--- config.mk ---
export PLATFORM = sky130hd
export DESIGN_NAME = alu_fpga_sequencer
export DESIGN_NICKNAME = d
export VERILOG_FILES = /design/src/rtl/alu_fpga_sequencer.sv
export SDC_FILE = /design/constraint.sdc
export NUM_CORES = 1
export LEC_CHECK = 0
export ABC_AREA = 1
export CORE_MARGIN = 2
export CORE_UTILIZATION = 40
export DETAILED_ROUTE_END_ITERATION = 7
export GPL_ROUTABILITY_DRIVEN = 0
export GPL_TIMING_DRIVEN = 0
export HOLD_SLACK_MARGIN = 0.05
export MAX_ROUTING_LAYER = met4
export PLACE_DENSITY_LB_ADDON = 0.05
export SETUP_SLACK_MARGIN = 0.02
export SLEW_MARGIN = 20
export SYNTH_ARGS = -nofsm -noshare
export SYNTH_HDL_FRONTEND = slang
export SYNTH_SLANG_ARGS = --single-unit
export TNS_END_PERCENT = 1
--- constraint.sdc ---
create_clock -name clk -period 2.8 [get_ports clk]
set_clock_uncertainty 0.2 [all_clocks]
set_input_delay 0.28 -clock clk [delete_from_list [all_inputs] [get_ports clk]]
set_output_delay 0.28 -clock clk [all_outputs]
set_load 0.01 [all_outputs]
--- src/rtl/alu_fpga_sequencer.sv ---
// Push-button operand sequencer for a combinational ALU; optional BTN_DEBOUNCE_EN filters the button.
// Latency: 3 cycles btn->update (2+DEB_CYC+1 with debounce); no backpressure, one step per clean press.
module alu_fpga_sequencer #(
    parameter  int SW_W    = 16,
    parameter  int DATA_W  = 32,
    parameter  int FUNCT_W = 4,
    parameter  int DEB_CYC = 8,
    localparam int N       = DATA_W / SW_W,
    localparam int NSTEP   = 3 * N + 2,
    localparam int STEP_W  = $clog2(NSTEP)
) (
    input  logic               clk,
    input  logic               rst,
    input  logic               btn,
    input  logic [SW_W-1:0]    switch,
    input  logic [DATA_W-1:0]  alu_s,
    input  logic               alu_z,
    output logic [DATA_W-1:0]  a,
    output logic [DATA_W-1:0]  b,
    output logic [FUNCT_W-1:0] funct,
    output logic [SW_W-1:0]    out,
    output logic [STEP_W-1:0]  step
);

    if ((DATA_W % SW_W) != 0 || FUNCT_W > SW_W) begin : g_param_check
        $error("alu_fpga_sequencer: DATA_W must be a multiple of SW_W and FUNCT_W <= SW_W");
    end

    localparam logic [STEP_W-1:0] S_2N  = STEP_W'(2 * N);
    localparam logic [STEP_W-1:0] S_3N1 = STEP_W'(3 * N + 1);

    logic [1:0] sync;
    logic       lvl;
    logic       lvl_prev;
    logic       press;

    always_ff @(posedge clk or posedge rst) begin
        if (rst) begin
            sync <= '0;
        end else begin
            sync <= {sync[0], btn};
        end
    end

`ifdef BTN_DEBOUNCE_EN
    localparam int CNT_W = $clog2(DEB_CYC + 1);
    logic [CNT_W-1:0] deb_cnt;
    logic             filt;

    // The filtered level only flips after DEB_CYC consecutive disagreeing samples.
    always_ff @(posedge clk or posedge rst) begin
        if (rst) begin
            deb_cnt <= '0;
            filt    <= 1'b0;
        end else if (sync[1] != filt) begin
            if (deb_cnt == CNT_W'(DEB_CYC - 1)) begin
                filt    <= sync[1];
                deb_cnt <= '0;
            end else begin
                deb_cnt <= deb_cnt + CNT_W'(1);
            end
        end else begin
            deb_cnt <= '0;
        end
    end

    assign lvl = filt;
`else
    assign lvl = sync[1];
`endif

    always_ff @(posedge clk or posedge rst) begin
        if (rst) begin
            lvl_prev <= 1'b0;
        end else begin
            lvl_prev <= lvl;
        end
    end

    assign press = lvl & ~lvl_prev;

    logic [STEP_W-1:0] step_nxt;

    always_comb begin
        step_nxt = step + STEP_W'(1);
        // Last phase wraps; anything beyond it is corrupt state and also returns to 0.
        if (step >= S_3N1) begin
            step_nxt = '0;
        end
    end

    always_ff @(posedge clk or posedge rst) begin
        if (rst) begin
            a     <= '0;
            b     <= '0;
            funct <= '0;
            out   <= '0;
            step  <= '0;
        end else if (press) begin
            step <= step_nxt;
            for (int i = 0; i < N; i++) begin
                if (step == STEP_W'(i)) begin
                    a[i*SW_W +: SW_W] <= switch;
                end
                if (step == STEP_W'(N + i)) begin
                    b[i*SW_W +: SW_W] <= switch;
                end
                if (step == STEP_W'(2 * N + 1 + i)) begin
                    out <= alu_s[i*SW_W +: SW_W];
                end
            end
            if (step == S_2N) begin
                funct <= switch[FUNCT_W-1:0];
            end
            if (step == S_3N1) begin
                out <= {{(SW_W-1){1'b0}}, alu_z};
            end
        end
    end

endmodule

==> run metrics, run 1 <==
Clock Latency Late Sink=0.36 ns; Starting Density=40.8%; Core Util, Final=60.2%; Sequential Area=2250 um2; Avg Cell Area, Syn=9.16 um2; initial antenna violation count=0; Setup Buffers After CTS=0; post-cts sizing count=0; final setup vio count=0; layout net count=617; crit end category=flop; maximum vdd drop=0.000560 V; Slew headroom=60.7%; cts bufs inserted=9; vias in the first global route=3222; Crit-path slowest cell=clkbuf_1; cell taking the most area after synthesis=dfrtp_1; CP max stage delay=0.46 ns; Area Overhead vs Synth=47.4%; Longest Clk Path Bufs=2; Cell Rows=35; FMAX=469 MHz; Root Driver=clkbuf_8; Die Area=10100 um2; Simple-Gate Fraction of Synth Area=17.5%; Residual DRC=0; Crit path buffers/inverters=2; startpoint types=flop; endpoints failing hold=0; Slew @ Worst Pin=0.588 ns; Final Max Slew Viols=0; All-Layer GR Usage=21.5%; most frequent CP cell=ha_1; multi-input logic area=1160 um2; Crit path arrival time=2.21 ns; HPWL after detailed placement=7450 um; total grt overflow=0; synth unique cells=20; Adder-Cell Fraction of Synth Area=2.01%; Vias=3239; Pleak=0.00271 uW; leading post-synthesis cells by cell area=dfrtp_1 (60%), nand2_1 (12%), o21ai_0 (8.6%); setup TNS=0 ns; xor and xnor area share after synthesis=0%; post-synthesis sequential area ratio=60.3%; CTS Sinks=90; wire per inst=14.8 um; DR pass1 iterations=4; drt initial violations=148; CP Cell Sequence=ha_1 -> ha_1 -> clkinv_1 -> clkbuf_1 -> nand3_1 -> o21ai_1; Max FO, Critical Path=10; Post-CTS Hold Buffers=0; CTS tree=done; Design Power=5870 uW; first-pass GRT wire length=16300 um; IO Count=139; largest net degree at the start of global routing=35; setup repair after global routing missed its margin=no; H-tree depth=3; layout cells sized above 1=8.16%; count of buffers from port buffering=138; largest family of logic cells by synthesized area=simple AND/OR/NAND/NOR gates; routed vias/inst=4.80; CP top delay family=buffers and inverters; clock-pin slew on the worst setup and hold paths=0.09 ns; number of antenna diodes=0; hold crit path type=in2async; Period minus WS final=2.13 ns; Pwr Density=1070 nW/um2; critical path data required time=2.88 ns; die height=101 um; Core Region=9150 um2; outcome=finished clean; Final Cycle Share=76.1%; mux contribution to synthesized area=0%; WL final=10000 um; CP Class=reg2reg; Compound-Gate Fraction of Synth Area=11.5%; DIE WIDTH=101 um; share of the synthesized area in the top cell type=60.3%; Synthesis Warnings=0; DRT antenna net count=0; max cap viols=0; Post-Syn Area=3740 um2; #FFs+latches synth=90; Mapped Nets=466; Hold Slack=0.123 ns; Syn Inst Count=408; # fillers=846
layout by cell type, fill, tap and decap left out:
cell type	count
o21ai_1	22
clkinv_4	1
nand2_1	121
bufinv_16	1
clkbuf_8	10
clkinv_1	1
nand3_1	21
clkbuf_1	2
nor2_4	1
inv_2	2
buf_4	2
nor2_1	1
o21ai_0	64
buf_6	3
buf_2	11
inv_1	52
nand3_2	2
nand2_2	2
nand3_4	2
nand2_4	1
clkinvlp_4	3
buf_12	2
inv_6	2
dfrtp_1	90
clkbuf_2	1
ha_1	6
clkdlybuf4s50_1	138
cell usage after synthesis, drive strengths merged:
cell type / count
nand2: 124
nor2: 2
clkinv: 1
nand3: 25
o21ai: 86
inv: 55
clkbuf: 3
dfrtp: 90
ha: 6
buf: 16
registers in the layout (all words and copies together) (netlist names):
signal and flops:
sync 2, step 3, a 32, out 16
lvl_prev 1, b 32, funct 4
cell families (layout without fill, tap and decap cells):
| family | Yosys count | count (layout) |
|---|---|---|
| simple gates | 151 | 151 |
| flops | 90 | 90 |
| compound gates | 86 | 86 |
| buf+inv | 75 | 231 |
| fa+ha+maj | 6 | 6 |
final cells by class:
class,count,area share (%)
clock buffer,10,2.50
inverter,56,3.88
sequential,90,40.9
multi-input combinational,243,21.0
clock inverter,6,1.29
tap,111,2.52
buffer,19,2.11
timing repair buffer,140,25.8
per-stage QoR:
step                instance area, um2  cells  setup WS, ns
floorplan                         3740    408          1.03
global placement                  5260    657         0.274
detailed placement                5300    659         0.692
CTS                               5510    675         0.654
global route                      5510    675         0.489
finish                            5510    675         0.670
report_power, final:
part / internal [uW] / switching (uW) / total (uW)
logic: 1480 / 1170 / 2650
clock network: 444 / 469 / 913
registers: 1930 / 382 / 2310
total: 3850 / 2030 / 5870
final timing paths:
path / startpoint / endpoint / slack, ns / cells past startpoint
min: rst / out[14]$_DFFE_PP0P_ / 0.12 / 2
max reg2reg: step[0]$_DFFE_PP0P_ / out[2]$_DFFE_PP0P_ / 0.67 / 6
min reg2reg: sync[0]$_DFF_PP0_ / sync[1]$_DFF_PP0_ / 0.16 / 0
max in group asynchronous: rst / b[14]$_DFFE_PP0P_ / 1.72 / 3
max: step[0]$_DFFE_PP0P_ / out[2]$_DFFE_PP0P_ / 0.67 / 6
min in group clk: btn / sync[0]$_DFF_PP0_ / 0.16 / 1
layer usage:
layer / wire (um) / global-route usage (%) / share of wire, %
met5: 0 / - / 0
met4: 150 / 6.53 / 1.5
met3: 499 / 4.51 / 5.0
met2: 4780 / 33.3 / 48
met1: 4590 / 28.6 / 46
Note: power is estimated with default switching activity, not from simulation.
==> run 2, diff against run 1 <==
- clock period: 2.8 -> 2 ns (I/O delays scaled with it)
==> run metrics, run 2 (synthesized netlist as in run 1, its figures left out) <==
DR pass1 iterations=4 (unchanged); crit end category=flop; Design Area, Final=5540 um2 (+0.48%); CP Class=reg2reg; WL final=10100 um (+0.58%); Vias=3247 (+0.25%); Core Util, Final=60.5% (+0.29 points); endpoints failing hold=0 (unchanged); Crit path arrival time=1.91 ns (-0.30 ns); wire per inst=14.9 um (+0.43%); setup repair after global routing missed its margin=no; capturing point of the worst reg2reg path=out[2]$_DFFE_PP0P_; Cell Rows=35 (unchanged); vias in the first global route=3225 (+0.093%); final setup vio count=0 (unchanged); layout cells sized above 1=9.38% (+1.2 points); All-Layer GR Usage=21.5% (about the same); Period minus WS final=1.84 ns (-0.293 ns); Slew headroom=60.6% (-0.13 points); Root Driver=clkbuf_8; Pwr Density=1490 nW/um2 (+40%); Final Max Slew Viols=0 (unchanged); startpoint types=flop; flop2flop setup slack=0.16 ns (-0.51 ns); cts bufs inserted=9 (unchanged); largest net degree at the start of global routing=35 (unchanged); first-pass GRT wire length=16300 um (about the same); count of buffers from port buffering=138 (unchanged); total grt overflow=0 (unchanged); Final Cycle Share=91.8% (+16 points); max cap viols=0 (unchanged); initial antenna violation count=0 (unchanged); Placed Cells=659 (unchanged); Max FO, Critical Path=10 (unchanged); FMAX=544 MHz (+16%); Post-DP Area=5300 um2 (unchanged); Design Power=8250 uW (+40%); most frequent cells in the layout=clkdlybuf4s50_1 (138), nand2_1 (121), dfrtp_1 (87); layout net count=618 (+0.16%); CP Cell Sequence=ha_1 -> ha_1 -> clkinv_2 -> buf_2 -> nand3_1 -> o21ai_1; Core Region=9150 um2 (unchanged); Longest Clk Path Bufs=2 (unchanged); crit path to=out[2]$_DFFE_PP0P_; FF-to-FF path depth=6 (unchanged); DRT antenna net count=0 (unchanged); worst hold path startpoint=btn; Setup Buffers After CTS=0 (unchanged); Starting Density=40.8% (unchanged); number of antenna diodes=0 (unchanged); IO Count=139 (unchanged); Slew @ Worst Pin=0.589 ns (+0.00195 ns); most frequent standard cell in the layout excluding fill and tap cells=clkdlybuf4s50_1; setup slack after layout=0.163 ns (-0.507 ns); Clock Latency Late Sink=0.36 ns (about the same); routed vias/inst=4.80 (about the same); Residual DRC=0 (unchanged); Setup WS pre-CTS=-0.108 ns (-0.800 ns); HPWL after detailed placement=7450 um (unchanged); most frequent CP cell=ha_1; maximum vdd drop=0.000720 V (+29%); hold crit path type=in2reg; reg2reg start=step[0]$_DFFE_PP0P_; critical path data required time=2.08 ns (-0.80 ns); H-tree depth=3 (unchanged); Crit. Startpoint=step[0]$_DFFE_PP0P_; outcome=finished clean; Die Area=10100 um2 (unchanged); Pleak=0.00271 uW (+0.25%); Area Overhead vs Synth=48.1%; clock-pin slew on the worst setup and hold paths=0.09 ns (about the same); final cell count without fillers=676 (+0.15%); drt initial violations=142 (-4.1%); CTS tree=done; CP max stage delay=0.45 ns (about the same); CTS Sinks=90 (unchanged); die height=101 um (unchanged); largest registers=a: 32 flops, b: 32 flops, out: 16 flops; Crit-path slowest cell=dfrtp_2; DIE WIDTH=101 um (unchanged)
-- run 2: worst min-delay path by stage --
stage          slack, ns                end  depth (start not counted)
2_1_floorplan       0.03  sync[0]$_DFF_PP0_                          0
6_report            0.08  sync[0]$_DFF_PP0_                          1
5_1_grt             0.07  sync[0]$_DFF_PP0_                          1
4_1_cts             0.06  sync[0]$_DFF_PP0_                          1
3_5_place_dp        0.14  sync[1]$_DFF_PP0_                          0
3_3_place_gp        0.14  sync[1]$_DFF_PP0_                          0
-- run 2: stage by stage --
stage / setup TNS [ns] / hold WS, ns
detailed placement: -0.703 / 0.143
CTS: 0 / 0.0564
global placement: -39.83 / 0.138
floorplan: 0 / 0.0314
global route: 0 / 0.0729
finish: 0 / 0.0754
-- run 2: report_power, final --
part | switching, uW | internal, uW
combinational | 1650 | 2080
sequential | 540 | 2710
clock | 658 | 622
total | 2840 | 5400
-- run 2: per-layer routing --
metal	GRT usage, %	wire [um]
met5	-	0
met4	6.53	150
met3	4.51	504
met2	33.3	4770
met1	28.7	4660
-- run 2: critical path: cells and delay by family, from the launching register on --
kind                       cells  cell delay, ns
buffers and inverters          2            0.39
AOI/OAI and AO/OA              1            0.14
and+or+nand+nor                1            0.12
adders and majority gates      2            0.46
DFF                            1            0.45
-- run 2: timing repair --
item | 4_1_cts | 5_1_grt
hold buffers | 1 | 0
endpoints found under the setup margin | 11 | 22
hold endpoints to repair | 5 | 0
gates resized for setup | 2 | 10
-- run 2: layout make-up --
| cell class | count | area (um2) |
|---|---|---|
| Fill cell | 845 | 3620 |
| Sequential cell | 90 | 2260 |
| Clock buffer | 10 | 138 |
| Buffer | 19 | 125 |
| Inverter | 56 | 215 |
| Clock inverter | 6 | 71.3 |
| Tap cell | 111 | 139 |
| Multi-Input combinational cell | 243 | 1160 |
| Timing Repair Buffer | 141 | 1430 |
==> run 3, diff against run 2 <==
- CAP_MARGIN: default -> 20
- HOLD_SLACK_MARGIN: 0.05 -> 0.08
==> run metrics, run 3 (synthesized netlist as in run 1, its figures left out) <==
Core Util, Final=60.6% (+0.11 points); # fillers=844 (-0.12%); Residual DRC=0 (unchanged); IO Count=139 (unchanged); Vias=3244 (-0.092%); Final Max Slew Viols=0 (unchanged); largest net degree at the start of global routing=35 (unchanged); Starting Density=40.8% (unchanged); critical path data required time=2.08 ns (about the same); Root Driver=clkbuf_8; cts bufs inserted=9 (unchanged); Pleak=0.00272 uW (+0.15%); wire per inst=14.9 um (-0.38%); met3 Track Usage GR=4.51% (unchanged); Longest Clk Path Bufs=2 (unchanged); most frequent standard cell in the layout excluding fill and tap cells=clkdlybuf4s50_1; setup repair after global routing missed its margin=no; Period minus WS final=1.84 ns (+0.00106 ns); Design Area, Final=5550 um2 (+0.18%); Clock Latency Late Sink=0.36 ns (about the same); layout cells sized above 1=9.36% (-0.017 points); CP Class=reg2reg; total grt overflow=0 (unchanged); Die Area=10100 um2 (unchanged); crit end category=flop; Final Cycle Share=91.9% (about the same); Crit path arrival time=1.92 ns (about the same); max cap viols=0 (unchanged); met2 GRT Util=33.3% (unchanged); Slew @ Worst Pin=0.591 ns (+0.00114 ns); CTS tree=done; endpoints failing hold=0 (unchanged); number of antenna diodes=0 (unchanged); All-Layer GR Usage=21.5% (unchanged); Pwr Density=1490 nW/um2 (-0.23%); final cell count without fillers=677 (+0.15%); drt initial violations=142 (unchanged); Placed Cells=659 (unchanged); Cell Rows=35 (unchanged); vias in the first global route=3225 (unchanged); final setup vio count=0 (unchanged); most frequent cells in the layout=clkdlybuf4s50_1 (138), nand2_1 (121), dfrtp_1 (87); DIE WIDTH=101 um (unchanged); Setup Buffers After CTS=0 (unchanged); startpoint types=flop; met1 Track Usage GR=28.7% (unchanged); Slew headroom=60.5% (-0.076 points); first-pass GRT wire length=16300 um (unchanged); Max FO, Critical Path=10 (unchanged); die height=101 um (unchanged); grt peak-use layer=met2; routed vias/inst=4.79 (-0.24%); HPWL after detailed placement=7450 um (unchanged); initial antenna violation count=0 (unchanged); WL final=10100 um (-0.23%); count of buffers from port buffering=138 (unchanged); outcome=finished clean; maximum vdd drop=0.000720 V (about the same); H-tree depth=3 (unchanged); DR pass1 iterations=4 (unchanged); Post-DP Area=5300 um2 (unchanged); DRT antenna net count=0 (unchanged); clock-pin slew on the worst setup and hold paths=0.09 ns (about the same); CTS Sinks=90 (unchanged); layout net count=619 (+0.16%); Core Region=9150 um2 (unchanged); Area Overhead vs Synth=48.4%; largest registers=a: 32 flops, b: 32 flops, out: 16 flops; Design Power=8240 uW (about the same); hold crit path type=reg2reg; FMAX=544 MHz (about the same)
==> run 3: final cells by class <==
cell class / count / area (um2) / share of cell area (%)
plain buffers: 19 / 125 / 2.26
repair buffers: 142 / 1440 / 26.0
multi-input cells: 243 / 1160 / 20.9
well taps: 111 / 139 / 2.50
clock inverters: 6 / 71.3 / 1.29
flip-flops and latches: 90 / 2260 / 40.7
inverters: 56 / 215 / 3.88
clock buffers: 10 / 138 / 2.48
==> run 3: stage by stage <==
stage | TNS (ns) | hold WS (ns) | setup WS [ns]
2_1_floorplan | 0 | 0.0314 | 0.227
3_3_place_gp | -39.83 | 0.138 | -0.446
3_5_place_dp | -0.703 | 0.143 | -0.108
4_1_cts | 0 | 0.165 | 0.0347
5_1_grt | 0 | 0.166 | 0.0347
6_report | 0 | 0.161 | 0.162
==> run 3: worst paths after layout <==
| check | startpoint | end | slack (ns) | cells after the start |
|---|---|---|---|---|
| min in group asynchronous | rst | out[14]$_DFFE_PP0P_ | 0.60 | 3 |
| max reg2reg | step[0]$_DFFE_PP0P_ | out[2]$_DFFE_PP0P_ | 0.16 | 6 |
| min reg2reg | sync[0]$_DFF_PP0_ | sync[1]$_DFF_PP0_ | 0.16 | 0 |
| max | step[0]$_DFFE_PP0P_ | out[2]$_DFFE_PP0P_ | 0.16 | 6 |
| min | sync[0]$_DFF_PP0_ | sync[1]$_DFF_PP0_ | 0.16 | 0 |
| max in group asynchronous | rst | out[10]$_DFFE_PP0P_ | 0.44 | 4 |
==> run 3: what timing repair did <==
| action | in CTS | in global routing |
|---|---|---|
| endpoints found under the hold margin | 24 | 0 |
| hold buffers | 2 | 0 |
| cloned | 0 | 0 |
| resized for setup | 2 | 10 |
| setup endpoints to repair | 11 | 22 |
| pin swaps | 0 | 0 |
==> run 3: metal layers <==
layer	vias to the layer above	wire length (um)	share of wire (%)
li1	1588	-	-
met1	1552	4580	46
met2	93	4780	47
met3	11	547	5.4
met4	0	150	1.5
met5	-	0	0
==> run 3: power by group <==
group / total, uW / switching, uW / internal (uW)
registers: 3240 / 538 / 2710
logic: 3720 / 1650 / 2080
clock network: 1280 / 655 / 622
==> run 3: critical path, stage by stage, from the launching register on <==
cell and delay [ns]:
dfrtp_2 0.45, ha_1 0.23, ha_1 0.23, clkinv_2 0.13
buf_2 0.26, nand3_1 0.12, o21ai_1 0.14
